$ cat src/rtl/adc_scan_ctrl.sv
// Purpose: sweeps ADC channels 0..N_CH-1 on a rising go; per channel sc pulse, wait eoc, read with oe low, tag sample.
// Latency: sc high SC_CYCLES cycles starting 1 cycle after the go edge; data_valid SC_CYCLES+3 cycles after it if eoc is immediate.
// Backpressure: none downstream; the ADC paces each channel via eoc, a stalled channel is dropped after TIMEOUT WAIT cycles.
//
// Optional feature: define ADC_SCAN_CONT_EN for continuous sweeping while go is held high.
// Ports:
//   clk, reset (async, active-low)      clock and reset
//   go                                  scan request level, only its rising edge starts a sweep
//   eoc, adc_data                       ADC end-of-conversion and parallel sample
//   sc, oe, ch_sel                      ADC start-conversion, active-low output enable, mux select
//   data_out, data_ch, data_valid       captured sample, its channel, one-cycle strobe
//   busy, done, timeout_err             sweep in progress, sweep-complete strobe, sticky timeout flag
`timescale 1ns/1ps
module adc_scan_ctrl #(
    parameter int N_CH      = 4,
    parameter int DATA_W    = 8,
    parameter int SC_CYCLES = 2,
    parameter int TIMEOUT   = 16,
    localparam int CH_W     = (N_CH > 1) ? $clog2(N_CH) : 1
) (
    input  logic              clk,
    input  logic              reset,
    input  logic              go,
    input  logic              eoc,
    input  logic [DATA_W-1:0] adc_data,
    output logic              sc,
    output logic              oe,
    output logic [CH_W-1:0]   ch_sel,
    output logic [DATA_W-1:0] data_out,
    output logic [CH_W-1:0]   data_ch,
    output logic              data_valid,
    output logic              busy,
    output logic              done,
    output logic              timeout_err
);

    typedef enum logic [1:0] {
        ST_IDLE  = 2'd0,
        ST_START = 2'd1,
        ST_WAIT  = 2'd2,
        ST_READ  = 2'd3
    } state_t;

    // One counter serves both the sc pulse width and the WAIT timeout.
    localparam int CNT_MAX = (SC_CYCLES > TIMEOUT) ? SC_CYCLES : TIMEOUT;
    localparam int CNT_W   = (CNT_MAX > 1) ? $clog2(CNT_MAX) : 1;

    localparam logic [CNT_W-1:0] SC_LAST = CNT_W'(SC_CYCLES - 1);
    localparam logic [CNT_W-1:0] TO_LAST = (TIMEOUT > 0) ? CNT_W'(TIMEOUT - 1) : '0;
    localparam logic [CH_W-1:0]  CH_LAST = CH_W'(N_CH - 1);
    localparam bit               TO_EN   = (TIMEOUT > 0);

    state_t           state;
    logic [CNT_W-1:0] cnt;
    logic             go_d;

    logic go_rise;
    logic last_ch;
    logic timeout_hit;
    logic advance;

    assign go_rise     = go & ~go_d;
    assign last_ch     = (ch_sel == CH_LAST);
    // eoc has priority over the timeout when both land on the same cycle.
    assign timeout_hit = TO_EN && (state == ST_WAIT) && !eoc && (cnt == TO_LAST);
    // Channel finished, either by a completed read or by abandoning it.
    assign advance     = (state == ST_READ) || timeout_hit;

    // Moore output decode {sc, oe, busy}, loaded together with the state so
    // the pins come straight from flops.
    function automatic logic [2:0] moore(input state_t s);
        case (s)
            ST_START: moore = 3'b111;
            ST_WAIT:  moore = 3'b011;
            ST_READ:  moore = 3'b001;
            default:  moore = 3'b010;
        endcase
    endfunction

    always_ff @(posedge clk or negedge reset) begin
        if (!reset) begin
            state          <= ST_IDLE;
            {sc, oe, busy} <= 3'b010;
            ch_sel         <= '0;
            cnt            <= '0;
            go_d           <= 1'b0;
            data_out       <= '0;
            data_ch        <= '0;
            data_valid     <= 1'b0;
            done           <= 1'b0;
            timeout_err    <= 1'b0;
        end else begin
            go_d       <= go;
            data_valid <= 1'b0;
            done       <= 1'b0;

            case (state)
                ST_IDLE: begin
                    ch_sel <= '0;
                    cnt    <= '0;
                    if (go_rise) begin
                        // Error flag covers the current/last sweep only.
                        timeout_err    <= 1'b0;
                        state          <= ST_START;
                        {sc, oe, busy} <= moore(ST_START);
                    end
                end
                ST_START: begin
                    if (cnt == SC_LAST) begin
                        cnt            <= '0;
                        state          <= ST_WAIT;
                        {sc, oe, busy} <= moore(ST_WAIT);
                    end else begin
                        cnt <= cnt + CNT_W'(1);
                    end
                end
                ST_WAIT: begin
                    if (eoc) begin
                        cnt            <= '0;
                        state          <= ST_READ;
                        {sc, oe, busy} <= moore(ST_READ);
                    end else if (timeout_hit) begin
                        timeout_err <= 1'b1;
                    end else begin
                        cnt <= cnt + CNT_W'(1);
                    end
                end
                ST_READ: begin
                    data_out   <= adc_data;
                    data_ch    <= ch_sel;
                    data_valid <= 1'b1;
                end
                default: begin
                    state          <= ST_IDLE;
                    {sc, oe, busy} <= moore(ST_IDLE);
                end
            endcase

            // Shared channel-advance path; overrides the state load above.
            if (advance) begin
                cnt <= '0;
                if (!last_ch) begin
                    ch_sel         <= ch_sel + CH_W'(1);
                    state          <= ST_START;
                    {sc, oe, busy} <= moore(ST_START);
                end else begin
                    done <= 1'b1;
`ifdef ADC_SCAN_CONT_EN
                    // Held go keeps sweeping without passing through IDLE,
                    // so timeout_err accumulates across sweeps.
                    if (go) begin
                        ch_sel         <= '0;
                        state          <= ST_START;
                        {sc, oe, busy} <= moore(ST_START);
                    end else begin
                        state          <= ST_IDLE;
                        {sc, oe, busy} <= moore(ST_IDLE);
                    end
`else
                    state          <= ST_IDLE;
                    {sc, oe, busy} <= moore(ST_IDLE);
`endif
                end
            end
        end
    end

endmodule

$ cat config.mk
export PLATFORM = sky130hd
export DESIGN_NAME = adc_scan_ctrl
export DESIGN_NICKNAME = d
export VERILOG_FILES = /design/src/rtl/adc_scan_ctrl.sv
export SDC_FILE = /design/constraint.sdc
export NUM_CORES = 1
export LEC_CHECK = 0
export ABC_CLOCK_PERIOD_IN_PS = 2300
export BUFFER_PORTS_ARGS = -buffer_cell sky130_fd_sc_hd__buf_2
export CORE_MARGIN = 2
export CORE_UTILIZATION = 25
export CTS_CLUSTER_DIAMETER = 100
export DETAILED_ROUTE_END_ITERATION = 12
export MAX_ROUTING_LAYER = met4
export SYNTH_ARGS = -nofsm -noshare
export SYNTH_HDL_FRONTEND = slang
export SYNTH_SLANG_ARGS = --single-unit
$ cat constraint.sdc
create_clock -name clk -period 2.3 [get_ports clk]
set_input_delay 0.345 -clock clk [delete_from_list [all_inputs] [get_ports clk]]
set_output_delay 0.345 -clock clk [all_outputs]
set_load 0.02 [all_outputs]
==> summary.txt, run 1 <==
Worst EP required -> 2.49 ns
Classification of the worst-slack hold path -> in2async
Syn Area/Cell -> 12.1 um^2
Share of power burned in combinational logic -> 49.5%
Floorplan Core Area -> 4660 um^2
Sequential area share after synthesis -> 52.2%
Count of final setup violators -> 0
Ports -> 30
Critical path start-end classification -> reg2reg
Synthesized area -> 1200 um^2
Routed Antenna Nets -> 0
Vertical die dimension -> 73.3 um
Clock buffers created by TritonCTS -> 3
Final count of pins violating max slew -> 0
Worst path max stage delay -> 0.55 ns
Reported net switching power -> 0.000800 W
Total via count after detailed routing -> 870
HPWL after detailed placement -> 1790 um
TritonCTS Sinks -> 25
Initial antenna violation count -> 0
Synth area leaders -> sky130_fd_sc_hd__dfrtp_1 50%, sky130_fd_sc_hd__mux2_2 10%, sky130_fd_sc_hd__ha_1 8.3%
Number of H-tree levels -> 1
Horizontal extent of the die -> 73.3 um
Post-layout min period -> 1.90 ns
Maximum fanout along the worst path -> 11
Max transition margin -> 55.2%
Met3 wire len -> 146 um
Commonest cells in the synthesized netlist -> 24 x sky130_fd_sc_hd__dfrtp_1, 11 x sky130_fd_sc_hd__mux2_2, 8 x sky130_fd_sc_hd__ha_1
Post-route core utilization -> 31.1%
Switching share of power -> 41.4%
Number of cells on the critical path -> 6
Buffers & Inverters on Critical Path -> 2
Period utilisation layout -> 82.7%
Cts hold-fix bufs -> 0
CP Data Arrival Time -> 2.09 ns
DRC -> 0
Number of maximum-capacitance constraint violations -> 0
Diodes inserted -> 0
Cells along the critical path -> inv_1, ha_1, inv_1, o22ai_1, o21ai_0, a31oi_1
Most common cell in the synthesized netlist -> sky130_fd_sc_hd__dfrtp_1
Overflow left after global routing -> 0
Kind of end point of the critical path -> register
Worst slew pin tran -> 0.672 ns
CP max-delay cell -> sky130_fd_sc_hd__o22ai_1
Wire length on met1 -> 1050 um
RSZ-0062 raised after global routing -> false
EDFF count, synth -> 0
Largest delay contributor family on the critical path -> compound AO/OA/AOI/OAI gates
Final total negative setup slack -> 0 ns
Clock power frac -> 13.5%
Maximum number of pins on one net before global-route repair -> 26
Worst-case clock buffer depth -> 2
Run status -> finished, final reports clean
Area Overhead vs Synth -> 20.8%
Number of global-route vias before repair -> 883
Net Count, Synth -> 119
Synthesized instance count -> 99
Met2 wirelength from detailed routing -> 1140 um
Count of routing violations after the opening detailed-route iteration -> 20
Tot Pwr -> 0.00193 W
PostCTS Resize Cnt -> 0
Primary FF master, synth -> sky130_fd_sc_hd__dfrtp_1
Aggregate routed wire length -> 2370 um
Async SR Flop Fraction -> 100%
Post-layout net count -> 152
Post-route worst hold slack -> 0.0535 ns
Library cell appearing most often on the critical path -> sky130_fd_sc_hd__inv_1
Buffers inserted by post-CTS timing repair -> 0
Internal Dissipation -> 0.00113 W
Root buffer cell -> sky130_fd_sc_hd__clkbuf_8
Total power divided by cell area -> 1330 nW/um^2
Detailed Routing Iterations Pass 1 -> 6
Register bit count reported by yosys -> 25
Via-per-instance ratio -> 4.70
Synthesis Warnings -> 0
Max Used Layer -> met4
Cell variety after synth -> 32
Leakage power -> 0.698 nW
Global-route wire length before repair -> 4090 um
Wirelength per Cell -> 12.8 um
Starting utilization of the core area -> 25.7%
Path depth of the worst reg2reg path -> 6
Category of the worst setup path launch point -> register
Final number of hold-violating endpoints -> 0
TritonCTS clock tree -> yes
Area fraction of the dominant cell type after synthesis -> 50.1%
Clock Pin Slew Worst Setup and Hold Paths -> 0.09 ns
Placer's final routability congestion estimate -> 0.777
Total routing usage reported by global routing -> 10.1%
Number of buffers added on ports -> 29
Flop pwr share -> 37.0%
Latest clock arrival within the worst-skew pair -> 0.27 ns
Library cell with the largest summed area after synthesis -> sky130_fd_sc_hd__dfrtp_1
Max VDD drop -> 0.000584 V
Ratio of cells with drive above 1 in the final layout -> 39.7%
Area enclosed by the die boundary -> 5370 um^2
Peak clock frequency supported by timing -> 0.526 GHz
Clock skew -> 0.00534 ns
Placement row count -> 25
[worst register-to-register path: stages (launching register included)]
cell,delay [ns]
sky130_fd_sc_hd__dfrtp_1,0.43
sky130_fd_sc_hd__inv_1,0.10
sky130_fd_sc_hd__ha_1,0.27
sky130_fd_sc_hd__inv_1,0.06
sky130_fd_sc_hd__o22ai_1,0.55
sky130_fd_sc_hd__o21ai_0,0.20
sky130_fd_sc_hd__a31oi_1,0.21
[final cells by class]
cell class / instances / area, um^2
Clock buffer: 4 / 45.0
Multi-Input combinational cell: 65 / 531
Tap cell: 54 / 67.6
Inverter: 7 / 26.3
Timing Repair Buffer: 30 / 153
Sequential cell: 25 / 627
Fill cell: 469 / 3210
[sequential cells by signal (all words and copies together), names as in the netlist]
signal / flops
busy: 1
ch_sel: 2
cnt: 4
data_ch: 2
data_out: 8
data_valid: 1
done: 1
go_d: 1
oe: 1
sc: 1
state: 2
timeout_err: 1
[stage by stage]
step,cell area (um^2),cells,setup slack (ns)
floorplan,1200,99,0.637
global placement,1400,181,0.532
detailed placement,1400,181,0.457
CTS,1450,185,0.430
global route,1450,185,0.200
finish,1450,185,0.399
[placed cells by master (no fill, tap or decap), types with 2 or more instances in the layout]
cell type / count
sky130_fd_sc_hd__buf_2: 29
sky130_fd_sc_hd__o211ai_1: 2
sky130_fd_sc_hd__nor2b_1: 3
sky130_fd_sc_hd__clkbuf_8: 3
sky130_fd_sc_hd__nand2_1: 6
sky130_fd_sc_hd__mux2_2: 11
sky130_fd_sc_hd__mux2i_1: 2
sky130_fd_sc_hd__a31oi_1: 3
sky130_fd_sc_hd__nand2b_1: 3
sky130_fd_sc_hd__inv_1: 7
sky130_fd_sc_hd__dfrtp_1: 24
sky130_fd_sc_hd__a21oi_1: 3
sky130_fd_sc_hd__o21ai_0: 6
sky130_fd_sc_hd__ha_1: 8
sky130_fd_sc_hd__or3_1: 2
[per-layer routing]
metal | vias up | GRT usage [%]
li1 | 415 | -
met5 | - | -
met4 | 0 | 3.09
met1 | 421 | 12.0
met2 | 31 | 17.0
met3 | 3 | 2.19
[power by group through the flow]
| stage | registers, W | clock network (W) | logic (W) |
|---|---|---|---|
| 6_report | 0.000714 | 0.000260 | 0.000956 |
| 5_1_grt | 0.000744 | 0.000290 | 0.00106 |
| 4_1_cts | 0.000716 | 0.000274 | 0.000967 |
| 3_5_place_dp | 0.000719 | 0 | 0.000964 |
| 3_3_place_gp | 0.000711 | 0 | 0.000937 |
| 2_1_floorplan | 0.000863 | 0 | 0.000560 |
[logic make-up after synthesis]
| kind of cell | after synthesis | synth area share [%] |
|---|---|---|
| and+or+nand+nor | 25 | 13.5 |
| buffers and inverters | 9 | 3.55 |
| AOI/OAI and AO/OA | 19 | 10.4 |
| adders and majority gates | 8 | 8.34 |
| DFF | 25 | 52.2 |
| muxes | 13 | 12.0 |
[path summary, 6_finish.rpt]
kind / slack [ns] / startpoint / endpoint
worst min-delay path: 0.05 / reset / data_out[6]$_DFFE_PN0P_
max in group asynchronous: 1.87 / reset / oe$_DFFE_PN1P_
worst max-delay path: 0.40 / state[0]$_DFFE_PN0P_ / sc$_DFFE_PN0P_
worst max register to register: 0.40 / state[0]$_DFFE_PN0P_ / sc$_DFFE_PN0P_
min in group clk: 0.19 / go / go_d$_DFF_PN0_
worst min register to register: 0.51 / data_out[2]$_DFFE_PN0P_ / data_out[2]$_DFFE_PN0P_
Note: power is estimated with default switching activity, not from simulation.
==> run 2, diff against run 1 <==
- ABC_AREA: default -> 1
- ABC_CLOCK_PERIOD_IN_PS: 2300 -> 1900
- clock period: 2.3 -> 1.9 ns (I/O delays scaled with it)
==> run 2 against run 1 <==
- the run now ends with negative hold slack left
- core utilization increased by 1.1 points
- critical path depth increased by 4
- sequential share of layout area decreased by 2.9 points
- synthesized area increased by 5.6%
- sequential power increased by 18%
- hold slack got worse by 0.056 ns
- synthesized cell count increased by 53%
- sequential cell count unchanged
- clock power increased by 23%
- critical path type unchanged
==> summary.txt, run 2 <==
Placed cell area -> 1500 um^2
Worst path max stage delay -> 0.44 ns
Placement row count -> 25
Clock buffers created by TritonCTS -> 3
RSZ-0062 raised after global routing -> false
Maximum number of pins on one net before global-route repair -> 26
Flop pwr share -> 35.4%
Path depth of the worst reg2reg path -> 10
Worst-case clock buffer depth -> 2
Routed Antenna Nets -> 0
Largest regs -> data_out (8), cnt (4)
Violated checks -> negative hold slack
Most common cell in the synthesized netlist -> sky130_fd_sc_hd__nand2_1
Clock power frac -> 13.5%
Period utilisation layout -> 82.0%
Number of filler cells placed in the layout -> 540
Net Count, Synth -> 171
Number of global-route vias before repair -> 947
Final count of pins violating max slew -> 0
Footprint of the flip-flops and latches -> 627 um^2
Post-route cell area -> 1550 um^2
Root buffer cell -> sky130_fd_sc_hd__clkbuf_8
Cts hold-fix bufs -> 0
Via-per-instance ratio -> 4.03
Post-layout min period -> 1.56 ns
TritonCTS Sinks -> 25
Ports -> 30
Synthesized instance count -> 151
Synthesis Warnings -> 0
Sequential area share after synthesis -> 49.5%
Area fraction of the dominant cell type after synthesis -> 47.4%
Critical path start-end classification -> reg2reg
Total routing usage reported by global routing -> 10.1%
Async SR Flop Fraction -> 100%
Run status -> complete, but fails checks
Synth area leaders -> sky130_fd_sc_hd__dfrtp_1 47%, sky130_fd_sc_hd__nand2_1 17%, sky130_fd_sc_hd__ha_1 7.9%
Worst EP required -> 2.07 ns
CP Data Arrival Time -> 1.73 ns
Diodes inserted -> 0
Peak clock frequency supported by timing -> 0.642 GHz
PostCTS Resize Cnt -> 0
Vertical die dimension -> 75.2 um
Final number of hold-violating endpoints -> 3
Most frequent cells in the layout -> 59 x sky130_fd_sc_hd__nand2_1, 29 x sky130_fd_sc_hd__buf_2, 24 x sky130_fd_sc_hd__dfrtp_1
Post-layout net count -> 205
Total via count after detailed routing -> 1,011
Commonest cells in the synthesized netlist -> 59 x sky130_fd_sc_hd__nand2_1, 24 x sky130_fd_sc_hd__dfrtp_1, 16 x sky130_fd_sc_hd__inv_1
Internal Dissipation -> 0.00129 W
Share of power burned in combinational logic -> 51.1%
EDFF count, synth -> 0
Number of H-tree levels -> 1
Reported net switching power -> 0.00109 W
Classification of the worst-slack hold path -> in2async
HPWL after detailed placement -> 2020 um
Final total negative setup slack -> 0 ns
Buffers inserted by post-CTS timing repair -> 0
Area Overhead vs Synth -> 22.4%
Primary FF master, synth -> sky130_fd_sc_hd__dfrtp_1
Maximum fanout along the worst path -> 7
Count of final setup violators -> 0
Library cell appearing most often on the critical path -> sky130_fd_sc_hd__nand2_1
Detailed Routing Iterations Pass 1 -> 4
Clock skew -> 0.00291 ns
Worst slew pin tran -> 0.566 ns
Most flops, register -> data_out
Aggregate routed wire length -> 2590 um
Placer's final routability congestion estimate -> 0.859
Initial antenna violation count -> 0
Leakage power -> 0.871 nW
Flip-flop count of the largest register, all copies and words added -> 8
Floorplan Core Area -> 4820 um^2
Overflow left after global routing -> 0
Category of the worst setup path launch point -> register
Syn Area/Cell -> 8.39 um^2
Multi-input gate area -> 564 um^2
Max transition margin -> 62.3%
Ratio of cells with drive above 1 in the final layout -> 26.6%
Tot Pwr -> 0.00238 W
Cell variety after synth -> 22
Number of buffers added on ports -> 29
TritonCTS clock tree -> yes
Post-route worst hold slack -> -0.00285 ns
Switching share of power -> 45.9%
Synthesized area -> 1270 um^2
Post-route core utilization -> 32.2%
Area enclosed by the die boundary -> 5660 um^2
Global-route wire length before repair -> 4240 um
Starting utilization of the core area -> 26.3%
Horizontal extent of the die -> 75.2 um
Latest clock arrival within the worst-skew pair -> 0.27 ns
Total power divided by cell area -> 1540 nW/um^2
Register bit count reported by yosys -> 25
Count of routing violations after the opening detailed-route iteration -> 48
Clock Pin Slew Worst Setup and Hold Paths -> 0.09 ns
Library cell with the largest summed area after synthesis -> sky130_fd_sc_hd__dfrtp_1
CP max-delay cell -> sky130_fd_sc_hd__dfrtp_1
Cells along the critical path -> inv_1, ha_1, nand2_2, inv_2, nand2_4, nand2_8, inv_2, nand2_1, nand2_1, nand2_1
DRC -> 0
Most frequent standard cell in the layout excluding fill and tap cells -> sky130_fd_sc_hd__nand2_1
Max VDD drop -> 0.000690 V
Number of maximum-capacitance constraint violations -> 0
Kind of end point of the critical path -> register
Wirelength per Cell -> 10.3 um
-- run 2: changes by cell type after synthesis, sizes merged, moves of 3 or more --
cell	before	now
or3	3	0
nand2	6	64
nor2b	3	0
nor2	1	10
mux2	11	0
nand3	1	12
inv	7	18
nand2b	3	0
-- run 2: power by group through the flow --
stage | Clock [W] | Sequential, W | Combinational [W]
CTS | 0.000336 | 0.000848 | 0.00124
global placement | 0 | 0.000851 | 0.00122
floorplan | 0 | 0.00103 | 0.000691
finish | 0.000321 | 0.000844 | 0.00122
global route | 0.000357 | 0.000871 | 0.00137
detailed placement | 0 | 0.000859 | 0.00123
-- run 2: cells by family after synthesis --
group                    after synthesis  synth area share [%]
AND/OR/NAND/NOR                       88                  32.6
AO/OA/AOI/OAI                         10                  4.05
buffers and inverters                 20                  6.02
flip-flops                            25                  49.5
adder cells (fa/ha/maj)                8                  7.90
-- run 2: critical path, delay by kind of cell, from the launching register on --
kind | cells | cell delay (ns)
AND/OR/NAND/NOR | 6 | 0.51
flip-flops | 1 | 0.44
adder cells (fa/ha/maj) | 1 | 0.27
buffers and inverters | 3 | 0.24
-- run 2: routing by layer --
layer	part of all wire (%)	wire length, um	vias to the layer above	global-route usage (%)
met4	0.31	8	0	0.585
met1	49	1270	455	12.8
li1	-	-	531	-
met5	0	0	-	-
met2	46	1200	23	16.7
met3	4.3	111	2	3.21
-- run 2: area by class of cell --
cell class                 count  share of cell area, %
clock buffer                   3                   2.66
clock inverter                 1                  0.484
inverter                      18                   4.35
multi-input combinational    106                   36.4
sequential                    25                   40.4
tap                           67                   5.40
timing repair buffer          31                   10.3
-- run 2: final timing paths --
path / from / to / slack (ns)
hold reg to reg: data_out[7]$_DFFE_PN0P_ / data_out[7]$_DFFE_PN0P_ / 0.47
setup reg to reg: state[0]$_DFFE_PN0P_ / sc$_DFFE_PN0P_ / 0.34
max in group asynchronous: reset / data_out[1]$_DFFE_PN0P_ / 1.53
hold / removal: reset / timeout_err$_DFFE_PN0P_ / -0.003
setup / recovery: state[0]$_DFFE_PN0P_ / sc$_DFFE_PN0P_ / 0.34
min in group clk: go / go_d$_DFF_PN0_ / 0.13
-- run 2: through the flow --
step	hold WS (ns)	setup slack [ns]	cells
2_1_floorplan	-0.0106	0.545	151
3_3_place_gp	0.315	0.359	247
3_5_place_dp	0.319	0.343	247
4_1_cts	0.0183	0.330	251
5_1_grt	0.0396	0.203	251
6_report	-0.00285	0.341	251
